==> config.mk <==
export PLATFORM = sky130hd
export DESIGN_NAME = adc_bitslip_aligner_flat
export DESIGN_NICKNAME = d
export VERILOG_FILES = /design/src/rtl/adc_align_pkg.sv /design/src/rtl/adc_bitslip_aligner_if.sv /design/src/rtl/adc_lane_align_tracker.sv /design/src/rtl/adc_bitslip_aligner.sv /design/src/flat_wrapper.sv
export SDC_FILE = /design/constraint.sdc
export NUM_CORES = 1
export LEC_CHECK = 0
export ABC_AREA = 1
export CORE_MARGIN = 2
export CORE_UTILIZATION = 46
export DETAILED_ROUTE_END_ITERATION = 7
export PLACE_DENSITY = 0.76
export SYNTH_ARGS = -nofsm -noshare
export SYNTH_HDL_FRONTEND = slang
export SYNTH_SLANG_ARGS = --single-unit
==> constraint.sdc <==
create_clock -name lclk -period 1.7 [get_ports lclk]
set_clock_uncertainty 0.1 [all_clocks]
set_input_delay 0.34 -clock lclk [delete_from_list [all_inputs] [get_ports lclk]]
set_output_delay 0.34 -clock lclk [all_outputs]
set_load 0.01 [all_outputs]
==> src/rtl/adc_align_pkg.sv <==
// rtl/adc_align_pkg.sv - shared types and constants for the ADC lane bitslip aligner
package adc_align_pkg;

  localparam int LANE_BITS = 6;
  localparam int NUM_LANES = 2;

  typedef enum logic [2:0] {
    IDLE,
    IORST,
    WAIT,
    CHECK,
    SLIP,
    DONE
  } state_e;

endpackage

==> src/rtl/adc_bitslip_aligner_if.sv <==
// rtl/adc_bitslip_aligner_if.sv - aligner <-> ADC channel deserializer link
interface adc_bitslip_aligner_if;
  import adc_align_pkg::*;

  logic [NUM_LANES*LANE_BITS-1:0] adc_bits;
  logic [NUM_LANES-1:0]           adc_io_reset;
  logic [NUM_LANES-1:0]           adc_bitslip;

  modport master (input adc_bits, output adc_io_reset, output adc_bitslip);
  modport slave  (output adc_bits, input adc_io_reset, input adc_bitslip);

endinterface

==> src/rtl/adc_lane_align_tracker.sv <==
// rtl/adc_lane_align_tracker.sv - per-lane match counting, slip budget and lock/fail flags
module adc_lane_align_tracker
  import adc_align_pkg::*;
#(
  parameter int  LANE_W      = LANE_BITS,
  parameter int  MATCH_COUNT = 16,
  parameter int  MAX_SLIPS   = 6,
  localparam int MW          = $clog2(MATCH_COUNT + 1),
  localparam int SW          = $clog2(MAX_SLIPS + 1)
) (
  input  logic              lclk,
  input  logic              reset_n,
  input  logic              clear,
  input  logic              compare,
  input  logic              slip_grant,
  input  logic [LANE_W-1:0] word,
  input  logic [LANE_W-1:0] pat,
  output logic              mismatch,
  output logic              slip_req,
  output logic              settled,
  output logic              locked,
  output logic              fail,
  output logic [SW-1:0]     slip_cnt
);

  logic [MW-1:0] match_ctr_q, match_ctr_d;
  logic [SW-1:0] slip_cnt_q, slip_cnt_d;
  logic          locked_q, locked_d;
  logic          fail_q, fail_d;
  logic          marked_q, marked_d;
  logic          active, match, lock_now;

  assign active   = !locked_q && !fail_q;
  assign match    = (word == pat);
  assign mismatch = compare && active && !match;
  assign lock_now = compare && active && match && (match_ctr_q == MW'(MATCH_COUNT - 1));
  // A lane that locks this cycle already counts as finished for the DONE decision.
  assign settled  = locked_q || fail_q || lock_now;
  assign slip_req = slip_grant && marked_q && (slip_cnt_q != SW'(MAX_SLIPS));

  always_comb begin
    match_ctr_d = match_ctr_q;
    slip_cnt_d  = slip_cnt_q;
    locked_d    = locked_q;
    fail_d      = fail_q;
    marked_d    = marked_q;
    if (clear) begin
      match_ctr_d = '0;
      slip_cnt_d  = '0;
      locked_d    = 1'b0;
      fail_d      = 1'b0;
      marked_d    = 1'b0;
    end else begin
      if (compare && active) begin
        if (match) begin
          if (match_ctr_q < MW'(MATCH_COUNT)) match_ctr_d = match_ctr_q + 1'b1;
          if (lock_now) locked_d = 1'b1;
        end else begin
          match_ctr_d = '0;
          marked_d    = 1'b1;
        end
      end
      if (slip_grant && marked_q) begin
        marked_d = 1'b0;
        if (slip_cnt_q == SW'(MAX_SLIPS)) fail_d = 1'b1;
        else slip_cnt_d = slip_cnt_q + 1'b1;
      end
    end
  end

  always_ff @(posedge lclk or negedge reset_n) begin
    if (!reset_n) begin
      match_ctr_q <= '0;
      slip_cnt_q  <= '0;
      locked_q    <= 1'b0;
      fail_q      <= 1'b0;
      marked_q    <= 1'b0;
    end else begin
      match_ctr_q <= match_ctr_d;
      slip_cnt_q  <= slip_cnt_d;
      locked_q    <= locked_d;
      fail_q      <= fail_d;
      marked_q    <= marked_d;
    end
  end

  assign locked   = locked_q;
  assign fail     = fail_q;
  assign slip_cnt = slip_cnt_q;

endmodule

==> src/rtl/adc_bitslip_aligner.sv <==
// rtl/adc_bitslip_aligner.sv - link-training FSM: ISERDES reset, settle, compare and bitslip per lane
module adc_bitslip_aligner
  import adc_align_pkg::*;
#(
  parameter int IORST_CYCLES = 4,
  parameter int SETTLE       = 8,
  parameter int MATCH_COUNT  = 16,
  parameter int MAX_SLIPS    = 6
) (
  input  logic                         lclk,
  input  logic                         reset_n,
  input  logic                         start,
  input  logic [NUM_LANES*LANE_BITS-1:0] pattern,
  adc_bitslip_aligner_if.master        adc,
  output logic                         busy,
  output logic                         done,
  output logic [NUM_LANES-1:0]         locked,
  output logic [NUM_LANES-1:0]         fail,
  output logic [2:0]                   slip_cnt_0,
  output logic [2:0]                   slip_cnt_1
);

  localparam int TMAX = (IORST_CYCLES > SETTLE) ? IORST_CYCLES : SETTLE;
  localparam int TW   = $clog2(TMAX + 1);
  localparam int SW   = $clog2(MAX_SLIPS + 1);

  state_e               state_q, state_d;
  logic [TW-1:0]        tmr_q, tmr_d;
  logic [NUM_LANES-1:0] io_reset_q, bitslip_q;
  logic                 busy_q, done_q;

  logic                 clear, compare, slip_grant;
  logic [NUM_LANES-1:0] mismatch, slip_req, settled, lane_locked, lane_fail;
  logic [SW-1:0]        lane_slips [NUM_LANES];

  assign clear      = (state_q == IDLE) && start;
  assign compare    = (state_q == CHECK);
  assign slip_grant = (state_q == SLIP);

  for (genvar i = 0; i < NUM_LANES; i++) begin : g_lane
    adc_lane_align_tracker #(
      .LANE_W      (LANE_BITS),
      .MATCH_COUNT (MATCH_COUNT),
      .MAX_SLIPS   (MAX_SLIPS)
    ) u_tracker (
      .lclk       (lclk),
      .reset_n    (reset_n),
      .clear      (clear),
      .compare    (compare),
      .slip_grant (slip_grant),
      .word       (adc.adc_bits[i*LANE_BITS +: LANE_BITS]),
      .pat        (pattern[i*LANE_BITS +: LANE_BITS]),
      .mismatch   (mismatch[i]),
      .slip_req   (slip_req[i]),
      .settled    (settled[i]),
      .locked     (lane_locked[i]),
      .fail       (lane_fail[i]),
      .slip_cnt   (lane_slips[i])
    );
  end

  always_comb begin
    state_d = state_q;
    tmr_d   = tmr_q + 1'b1;
    unique case (state_q)
      IDLE:    if (start) state_d = IORST;
      IORST:   if (tmr_q == TW'(IORST_CYCLES - 1)) state_d = WAIT;
      WAIT:    if (tmr_q == TW'(SETTLE - 1)) state_d = CHECK;
      CHECK: begin
        if (|mismatch) state_d = SLIP;
        else if (&settled) state_d = DONE;
      end
      // A lane that only ran out of slips needs no settle time before the next compare.
      SLIP:    state_d = (|slip_req) ? WAIT : CHECK;
      DONE:    state_d = IDLE;
      default: state_d = IDLE;
    endcase
    if (state_d != state_q) tmr_d = '0;
  end

  always_ff @(posedge lclk or negedge reset_n) begin
    if (!reset_n) begin
      state_q    <= IDLE;
      tmr_q      <= '0;
      io_reset_q <= '0;
      bitslip_q  <= '0;
      busy_q     <= 1'b0;
      done_q     <= 1'b0;
    end else begin
      state_q    <= state_d;
      tmr_q      <= tmr_d;
      io_reset_q <= {NUM_LANES{state_d == IORST}};
      bitslip_q  <= slip_req;
      busy_q     <= (state_d != IDLE) && (state_d != DONE);
      done_q     <= (state_d == DONE);
    end
  end

  assign adc.adc_io_reset = io_reset_q;
  assign adc.adc_bitslip  = bitslip_q;
  assign busy             = busy_q;
  assign done             = done_q;
  assign locked           = lane_locked;
  assign fail             = lane_fail;
  assign slip_cnt_0       = 3'(lane_slips[0]);
  assign slip_cnt_1       = 3'(lane_slips[1]);

endmodule
==> src/flat_wrapper.sv <==
// flat-port wrapper written by rule: the top's interface ports become plain ports
module adc_bitslip_aligner_flat import adc_align_pkg::*;
#(
  parameter int IORST_CYCLES = 4,
  parameter int SETTLE       = 8,
  parameter int MATCH_COUNT  = 16,
  parameter int MAX_SLIPS    = 6
)
  (lclk, reset_n, start, pattern, busy, done, locked, fail, slip_cnt_0, slip_cnt_1, adc_adc_bits, adc_adc_io_reset, adc_adc_bitslip);
  adc_bitslip_aligner_if adc_i ();
  input  logic lclk;
  input  logic reset_n;
  input  logic start;
  input  logic [NUM_LANES*LANE_BITS-1:0] pattern;
  output logic busy;
  output logic done;
  output logic [NUM_LANES-1:0] locked;
  output logic [NUM_LANES-1:0] fail;
  output logic [2:0] slip_cnt_0;
  output logic [2:0] slip_cnt_1;
  input wire logic [$bits(adc_i.adc_bits)-1:0] adc_adc_bits;
  output wire logic [$bits(adc_i.adc_io_reset)-1:0] adc_adc_io_reset;
  output wire logic [$bits(adc_i.adc_bitslip)-1:0] adc_adc_bitslip;
  assign adc_i.adc_bits = adc_adc_bits;
  assign adc_adc_io_reset = adc_i.adc_io_reset;
  assign adc_adc_bitslip = adc_i.adc_bitslip;
  adc_bitslip_aligner #(.IORST_CYCLES(IORST_CYCLES), .SETTLE(SETTLE), .MATCH_COUNT(MATCH_COUNT), .MAX_SLIPS(MAX_SLIPS)) u_core (.lclk(lclk), .reset_n(reset_n), .start(start), .pattern(pattern), .adc(adc_i), .busy(busy), .done(done), .locked(locked), .fail(fail), .slip_cnt_0(slip_cnt_0), .slip_cnt_1(slip_cnt_1));
endmodule
==> results of run 1 <==
-- registers in the layout, summed over array words and instances (netlist names), 2 cells and up --
| register | flops |
|---|---|
| u_core.g_lane.u_tracker.match_ctr_q | 10 |
| u_core.g_lane.u_tracker.slip_cnt | 6 |
| u_core.tmr_q | 4 |
| u_core.state_q | 3 |
| u_core.adc.adc_bitslip | 2 |
| u_core.g_lane.u_tracker.fail | 2 |
| u_core.g_lane.u_tracker.locked | 2 |
| u_core.g_lane.u_tracker.marked_q | 2 |
-- worst max-delay path by stage --
stage | endpoint | depth (start not counted) | slack (ns) | startpoint
finish | u_core.tmr_q[2] | 13 | -0.24 | u_core.g_lane[1].u_tracker.match_ctr_q[0]
global route | u_core.tmr_q[2] | 13 | -0.35 | u_core.g_lane[1].u_tracker.match_ctr_q[0]
CTS | u_core.busy | 13 | -0.15 | u_core.g_lane[1].u_tracker.match_ctr_q[0]
detailed placement | u_core.g_lane[1].u_tracker.match_ctr_q[2] | 11 | -0.46 | pattern[7]
global placement | u_core.g_lane[1].u_tracker.match_ctr_q[2] | 11 | -0.40 | adc_adc_bits[7]
floorplan | u_core.busy | 13 | 0.04 | u_core.g_lane[0].u_tracker.match_ctr_q[0]
-- stage by stage --
step	setup TNS (ns)	std cells	power [uW]	area, sq um
global placement	-5.61	384	1980	2690
global route	-2.83	401	3020	3050
floorplan	0	272	1600	2050
detailed placement	-6.71	384	2020	2690
CTS	-0.878	394	2610	2830
finish	-1.58	401	2840	3050
-- layer usage --
layer / vias up / global-route usage, % / part of all wire (%)
li1: 993 / - / -
met2: 37 / 35.5 / 52
met3: 7 / 5.84 / 4.6
met4: 0 / 6.29 / 1.6
met1: 931 / 21.8 / 42
met5: - / 0 / 0
-- layout by cell type (no fill, tap or decap), drive strengths merged, types with 2 or more instances in the layout --
master	Yosys	final
nand2	67	67
inv	55	56
nor2	36	36
buf	7	35
dfrtp	34	34
dlymetal6s2s	0	30
a21oi	14	14
nand3	12	12
clkdlybuf4s50	0	9
o21ai	9	9
ha	9	9
clkbuf	0	7
nor3	5	5
a31oi	3	3
o22ai	3	3
dlygate4sd2	0	3
nand4	3	3
clkinv	3	2
xor2	2	2
and3	2	2
o211ai	2	2
-- synthesized netlist by cell type --
master    count  area share (%)
nor2_2        7             2.1
nand4_1       2            0.61
nand4_2       1            0.61
nand3_1      11             2.7
clkinv_1      3            0.55
nor3_1        5             1.2
ha_1          9             5.5
o211ai_1      1            0.37
a211oi_1      1            0.37
nand3b_1      1            0.37
buf_4         6             2.2
nand2_1      55              10
o22ai_1       3            0.92
a21oi_1      14             3.4
nand2_2      12             3.7
inv_1        53             9.7
buf_2         1            0.24
or2_1         1            0.31
xor2_1        2            0.85
o21ai_1       3            0.73
inv_2         2            0.37
nor2_1       27             4.9
dfrtp_1      34              41
mux2i_1       1            0.49
nor2_4        2             1.1
a31oi_1       3            0.92
xnor2_1       1            0.43
o211ai_2      1            0.61
nand3_2       1            0.49
nor3b_2       1            0.61
and3_1        2            0.61
o21ai_0       6             1.5
-- cells by family (layout without fill, tap and decap cells) --
group	count (synthesis)	after routing	share of synthesized area (%)
AND/OR/NAND/NOR	128	128	29.4
multiplexers	1	1	0.488
flip-flops	34	34	41.5
XOR/XNOR	3	3	1.28
buffers and inverters	65	142	13.1
AO/OA/AOI/OAI	32	32	8.79
adder cells (fa/ha/maj)	9	9	5.49
-- power by group through the flow --
stage	Clock, uW	Combinational (uW)	Sequential, uW
2_1_floorplan	0	595	1000
3_3_place_gp	0	986	992
3_5_place_dp	0	1020	997
4_1_cts	560	1060	982
5_1_grt	615	1410	997
6_report	556	1290	986
-- layout make-up --
class                      count  area (sq um)
fill                         351          1270
multi-input combinational    173          1050
sequential                    34           851
timing repair buffer          77           786
inverter                      58           220
clock buffer                   7          76.3
tap                           52          65.1
-- timing repair --
| item | 4_1_cts | 5_1_grt |
|---|---|---|
| gates resized for setup | 16 | 56 |
| buffers inserted | 3 | 7 |
| pin swaps | 3 | 14 |
| hold buffers | 0 | 0 |
| setup endpoints to repair | 18 | 26 |
==> impl_metrics.ini, run 1 <==
[drt]
vias = 1968
totalWireLength_microns = 4770
dr.pass1.iters = 4
ant_nets = 0
wl_per_cell_microns = 11.9
drtIter0Drc = 99
drcViolationCount = 0
vias_per_cell = 4.91

[timing]
rsz0062_at_grt = true
setup_ws_ns = -0.235
tightest_slew_ns = 0.392
setup_violations = 9
period_share_pct = 114
whs_ns = 0.305
maxSlewHeadroom_pct = 73.8
final_hold_viol_count = 0
post-route-min-period_ns = 1.94
slew_violations = 0
max_freq_ghz = 0.517

[power_and_ir_drop]
power_density_mw_per_mm2 = 929
seq_power_share_pct = 34.8
p_int_uw = 1800
p_leak_uw = 0.00187
p_sw_uw = 1030
pwr-share-clk_pct = 19.6
peakVddDrop_mv = 0.535
sw_frac_of_total_pct = 36.4
combPwrFrac_pct = 45.6

[yosys]
postSynthCellCount = 272
syn_area_per_cell_sq_um = 7.54
syn_nets = 308
ys_seq_area_share_pct = 41.5
synth.distinct_cells = 32
yosys_warnings = 0
ys_ff_latch = 34
syn-cell-area_sq_mm = 0.00205

[clock_tree]
clockBufferDepth = 2
cts_tree = done
clk_pin_slew_worst_paths_ns = 0.06
htree_levels = 2
clock_sinks = 34
numCtsBuffers = 5
insertion_delay_ns = 0.29
cts_root_buffer = clkbuf_8

[die]
start_util_pct = 47.4
die_w_microns = 70.8
core_area_sq_mm = 0.00432
pin_count = 43
die_y_microns = 70.8
die_area_sq_mm = 0.00501
rows = 24

[global_route]
grt_pass1_wl_microns = 7720
grt_use_total_pct = 19.5
grt_start_max_net_pins = 35
grt_overflow = 0
first_global_vias = 1884
antenna_found_initial = 0

[critical_path]
path_delay_family = simple AND/OR/NAND/NOR gates
r2r-start = u_core.g_lane[1].u_tracker.match_ctr_q[0]
crit_slowest_cell = dfrtp_1
path_buf_inv = 1
r2r_cells = 13
crit_path_cell_trace = ha_2, nand2_2, nor2_2, ha_2, inv_2, nor2_2, nand4_1, nand2_1, nand2_2, nand2_4, nand3_2, nand3_4, nor2_1
cp_data_arrival_time_ns = 2.01
crit_required_ns = 1.78
crit_fanout = 4
critPathMaxStageDelay_ns = 0.36
endpoint_kind = flop
r2r_slack_ns = -0.24
crit_path_start_kind = flop
r2r-end = u_core.tmr_q[2]
crit_type = reg -> reg

[place]
dp_hpwl_microns = 3350
gp_congestion = 0.873
place_ws_ns = -0.458
port_buffers = 42

[final_layout]
final_util_pct = 70.6
drive_above_1_share_pct = 26.4
n_antenna_cell = 0
area_growth_pct = 48.9
final_nets = 385

[min_path]
hp-class = in -> async

[status]
violations = negative setup slack
status = complete, but fails checks

[flow_run]
cap_violations = 0
No activity file was read; power rests on OpenSTA's default activity.
==> run 2, diff against run 1 <==
--- a/config.mk
+++ b/config.mk
@@ -10,6 +10,7 @@
 export CORE_UTILIZATION = 46
 export DETAILED_ROUTE_END_ITERATION = 7
 export PLACE_DENSITY = 0.76
+export SETUP_SLACK_MARGIN = 0.3
 export SYNTH_ARGS = -nofsm -noshare
 export SYNTH_HDL_FRONTEND = slang
 export SYNTH_SLANG_ARGS = --single-unit
==> impl_metrics.ini, run 2 (synthesis results as in run 1) <==
[die]
pin_count = 43
die_w_microns = 70.8
start_util_pct = 47.4
rows = 24
die_area_sq_mm = 0.00501
core_area_sq_mm = 0.00432
die_y_microns = 70.8

[critical_path]
crit_type = reg -> reg
crit_path_start_kind = flop
endpoint_kind = flop
r2r-start = u_core.g_lane[0].u_tracker.match_ctr_q[1]
critPathMaxStageDelay_ns = 0.40
cp_data_arrival_time_ns = 1.99
r2r_cells = 13
r2r-end = u_core.busy
cpMostUsedCell = nand2_2
crit_fanout = 3
r2r_slack_ns = -0.20
crit_required_ns = 1.79
crit_slowest_cell = dfrtp_1
crit_path_cell_trace = ha_4, inv_2, nor3_2, ha_2, inv_1, nor2_2, nand4_2, nand2_1, nand2_2, nand2_2, nand2_2, o21ai_1, nand2_1

[timing]
period_share_pct = 112
slew_violations = 0
maxSlewHeadroom_pct = 76.8
max_freq_ghz = 0.526
whs_ns = 0.308
tightest_slew_ns = 0.347
post-route-min-period_ns = 1.90
rsz0062_at_grt = true
setup_ws_ns = -0.201
final_hold_viol_count = 0
setup_violations = 12

[clock_tree]
clock_sinks = 34
numCtsBuffers = 5
clk_pin_slew_worst_paths_ns = 0.07
cts_tree = done
cts_root_buffer = clkbuf_8
clockBufferDepth = 2
htree_levels = 2
insertion_delay_ns = 0.30

[drt]
drcViolationCount = 0
totalWireLength_microns = 5830
vias = 2127
wl_per_cell_microns = 13.7
ant_nets = 0
vias_per_cell = 4.98
drtIter0Drc = 165
dr.pass1.iters = 4

[power_and_ir_drop]
p_int_uw = 1950
p_leak_uw = 0.00184
p_sw_uw = 1180
seq_power_share_pct = 32.3
power_density_mw_per_mm2 = 922
sw_frac_of_total_pct = 37.6
combPwrFrac_pct = 47.3
totalPowerFinal_uw = 3130
peakVddDrop_mv = 0.624
pwr-share-clk_pct = 20.4

[status]
status = complete, but fails checks
violations = negative setup slack

[min_path]
hp-class = in -> async

[final_layout]
n_antenna_cell = 0
layout_common_cells = nand2_1 (49), buf_4 (42), inv_1 (38), dfrtp_1 (32), buf_6 (20)
area_growth_pct = 65.3
largest_reg_flops = 10
top_register = u_core.g_lane.u_tracker.match_ctr_q
final_nets = 410
final_common_cell = nand2_1
drive_above_1_share_pct = 45.6

[flow_run]
cap_violations = 0

[global_route]
grt_use_total_pct = 20.8
grt_pass1_wl_microns = 8230
first_global_vias = 1925
antenna_found_initial = 0
grt_start_max_net_pins = 35
grt_overflow = 0

[place]
dp_hpwl_microns = 3280
gp_congestion = 0.887
port_buffers = 42
run 2: area by class of cell:
class | count | area [sq um]
Clock buffer | 7 | 86.3
Timing Repair Buffer | 102 | 941
Inverter | 58 | 256
Fill cell | 269 | 935
Tap cell | 52 | 65.1
Clock inverter | 1 | 5.00
Multi-Input combinational cell | 173 | 1180
Sequential cell | 34 | 853
run 2: per-layer routing:
metal | wire length, microns | track usage [%] | vias to the layer above | part of all wire (%)
met5 | 0 | 0 | - | 0
met4 | 200 | 7.13 | 0 | 3.4
met3 | 274 | 6.13 | 16 | 4.7
met2 | 3040 | 34.5 | 53 | 52
met1 | 2310 | 26.1 | 1010 | 40
li1 | - | - | 1048 | -
run 2: power by group through the flow:
stage	Sequential, uW	Combinational, uW	Clock, uW
6_report	1010	1480	638
5_1_grt	1020	1620	683
4_1_cts	992	1240	649
3_5_place_dp	999	1040	0
3_3_place_gp	995	1010	0
2_1_floorplan	1000	628	0
run 2: critical path, delay by kind of cell, from the launching register on:
family,cells,cell delay [ns]
compound gates,1,0.14
fa+ha+maj,2,0.33
buf+inv,2,0.08
flops,1,0.40
simple gates,8,0.75
run 2: timing repair:
item | in CTS | in global routing
cloned | 1 | 0
endpoints found under the setup margin | 47 | 44
hold buffers | 0 | 0
gates resized for setup | 92 | 80
buffers inserted | 18 | 13
pin swaps | 12 | 37
run 2: worst max-delay path by stage:
stage | end | startpoint | depth (start not counted) | slack (ns)
final | u_core.busy | u_core.g_lane[0].u_tracker.match_ctr_q[1] | 13 | -0.20
after global routing | u_core.busy | u_core.g_lane[1].u_tracker.match_ctr_q[1] | 13 | -0.29
after CTS | u_core.busy | u_core.g_lane[0].u_tracker.match_ctr_q[0] | 13 | -0.12
after detailed placement | u_core.g_lane[1].u_tracker.match_ctr_q[2] | pattern[11] | 11 | -0.55
after global placement | u_core.g_lane[1].u_tracker.match_ctr_q[2] | pattern[6] | 11 | -0.49
after floorplan | u_core.busy | u_core.g_lane[0].u_tracker.match_ctr_q[0] | 13 | 0.05
run 2: stage by stage:
stage,setup TNS (ns),cell area [sq um],worst slack [ns],util [%],instances
floorplan,0,2100,0.0483,-,272
global placement,-7.61,2750,-0.493,63.7,387
detailed placement,-8.37,2750,-0.550,63.7,387
CTS,-0.997,3070,-0.123,71.1,414
global route,-2.83,3390,-0.289,78.4,427
finish,-1.52,3390,-0.201,78.4,427
==> RTL change: new RTL, settings of run 2 <==
Register the output `slip_cnt_0`, cleared by the reset; this adds one clock of latency there. The other outputs are not delayed to match.
--- a/src/rtl/adc_bitslip_aligner.sv
+++ b/src/rtl/adc_bitslip_aligner.sv
@@ -102,7 +102,13 @@
   assign done             = done_q;
   assign locked           = lane_locked;
   assign fail             = lane_fail;
-  assign slip_cnt_0       = 3'(lane_slips[0]);
+  always_ff @(posedge lclk or negedge reset_n) begin
+    if (!reset_n) begin
+      slip_cnt_0 <= '0;
+    end else begin
+      slip_cnt_0 <= 3'(lane_slips[0]);
+    end
+  end
   assign slip_cnt_1       = 3'(lane_slips[1]);
 
 endmodule
Check against the original RTL: same outputs for any inputs over 10 cycles, from zero or initial values and one cycle with reset_n low; that may be too few to reach the edited logic, so the function may still have changed.
==> RTL change against run 2 <==
Combinational power is 47% higher; utilization decreased by 1.5 points; critical endpoint is now u_core.done; power grew 25%; area after synthesis rose by 3.6%; final area hardly changed; routed wire length increased by 13%; the flow still finishes with violations (setup timing); cell count fell by 1.4%; worst setup slack got worse by 240 ps; sequential power up 9.9%; via count rose by 2.0%; sequential cell count is 3 higher; largest cell class unchanged; non-clock buffer count is 10 lower.
==> RTL change: results (changes against run 2) <==
DR WL/cell 15.6 um (was 13.7 um); XOR/XNOR Fraction of Synth Area 0.00824 (was 0.0128); P_int 2.33 mW (was 1.95 mW); Comb. pwr 2.18 mW (was 1.48 mW); first-pass GRT wire length 8270 um (was 8230 um); Layout Cells excl Fill 421 (was 427); Final WS setup -445 ps (was -201 ps); status finished with violations (unchanged); Total GRT Usage 0.202 (was 0.208); H-tree Lvls 2 (unchanged); Max Root-Sink Buffers 2 (unchanged); Synth Area in Compound Gates 0.0842 (was 0.0879); multiplexer share of the synthesized area 0.00471 (was 0.00488); Filler cells 278 (was 269); placed cell area 0.00275 mm2 (about the same); worst setup slack after placement -432 ps (was -550 ps); syn_area_per_cell 7.70 um2 (was 7.54 um2); dpl hpwl 3320 um (was 3280 um); worst hold slack 317 ps (was 308 ps); Seq/Total Area, Yosys 0.436 (was 0.415); Post-synth top cells inv_1, nand2_1, dfrtp_1 (was nand2_1, inv_1, dfrtp_1); Final Max Tran Viols 0 (unchanged); failing checks setup timing (unchanged); Leakage 1.77 nW (was 1.84 nW); Layout Nets 405 (was 410); post_cts resized 99 (was 92); crit path max fanout 3 (unchanged); clk pwr 0.623 mW (was 0.638 mW); setup TNS -3480 ps (was -1520 ps); vias in the first global route 1969 (was 1925); peak supply drop 732 uV (was 624 uV); RR Endpoint u_core.done (was u_core.busy); Syn Nets 312 (was 308); Slew HR 0.742 (was 0.768); pin count of the biggest net entering global routing 38 (was 35); total placed cells including tap cells 385 (was 387); Comb power frac 0.557 (was 0.473); top cells by area, synth dfrtp_1, inv_1, nand2_1 (was dfrtp_1, nand2_1, inv_1); Synth cell types 30 (was 32); Setup-failing EPs final 14 (was 12); drt initial violations 136 (was 165); r2r worst-path depth 12 (was 13); routability cong. 0.792 (was 0.887); Via density 5.15 (was 4.98); Worst path max stage delay 350 ps (was 400 ps)
==> RTL change: logic make-up (layout without fill, tap and decap cells) <==
kind of cell	count (synthesis)	after routing
and+or+nand+nor	128	128
xor gates and xnor gates	2	2
muxes	1	1
AOI/OAI and AO/OA	30	30
buffers and inverters	69	162
DFF	37	37
adders and majority gates	9	9
==> RTL change: worst max-delay path by stage <==
| stage | slack (ps) | end |
|---|---|---|
| detailed placement | -430 | u_core.tmr_q[0] |
| global route | -560 | u_core.done |
| floorplan | 50 | u_core.busy |
| finish | -440 | u_core.done |
| CTS | -160 | u_core.done |
| global placement | -360 | u_core.tmr_q[2] |
==> RTL change: layer usage <==
metal	global-route usage	routed length, um
met1	0.248	2570
met2	0.370	3460
met3	0.0417	355
met4	0.0335	194
met5	0	0
==> RTL change: layout make-up <==
class                   instances  area, um2  share of cell area
inverters                      63        251              0.0741
clock buffers                   7       86.3              0.0255
well taps                      52       65.1              0.0192
multi-input cells             170       1240               0.366
repair buffers                 92        820               0.242
flip-flops and latches         37        928               0.274
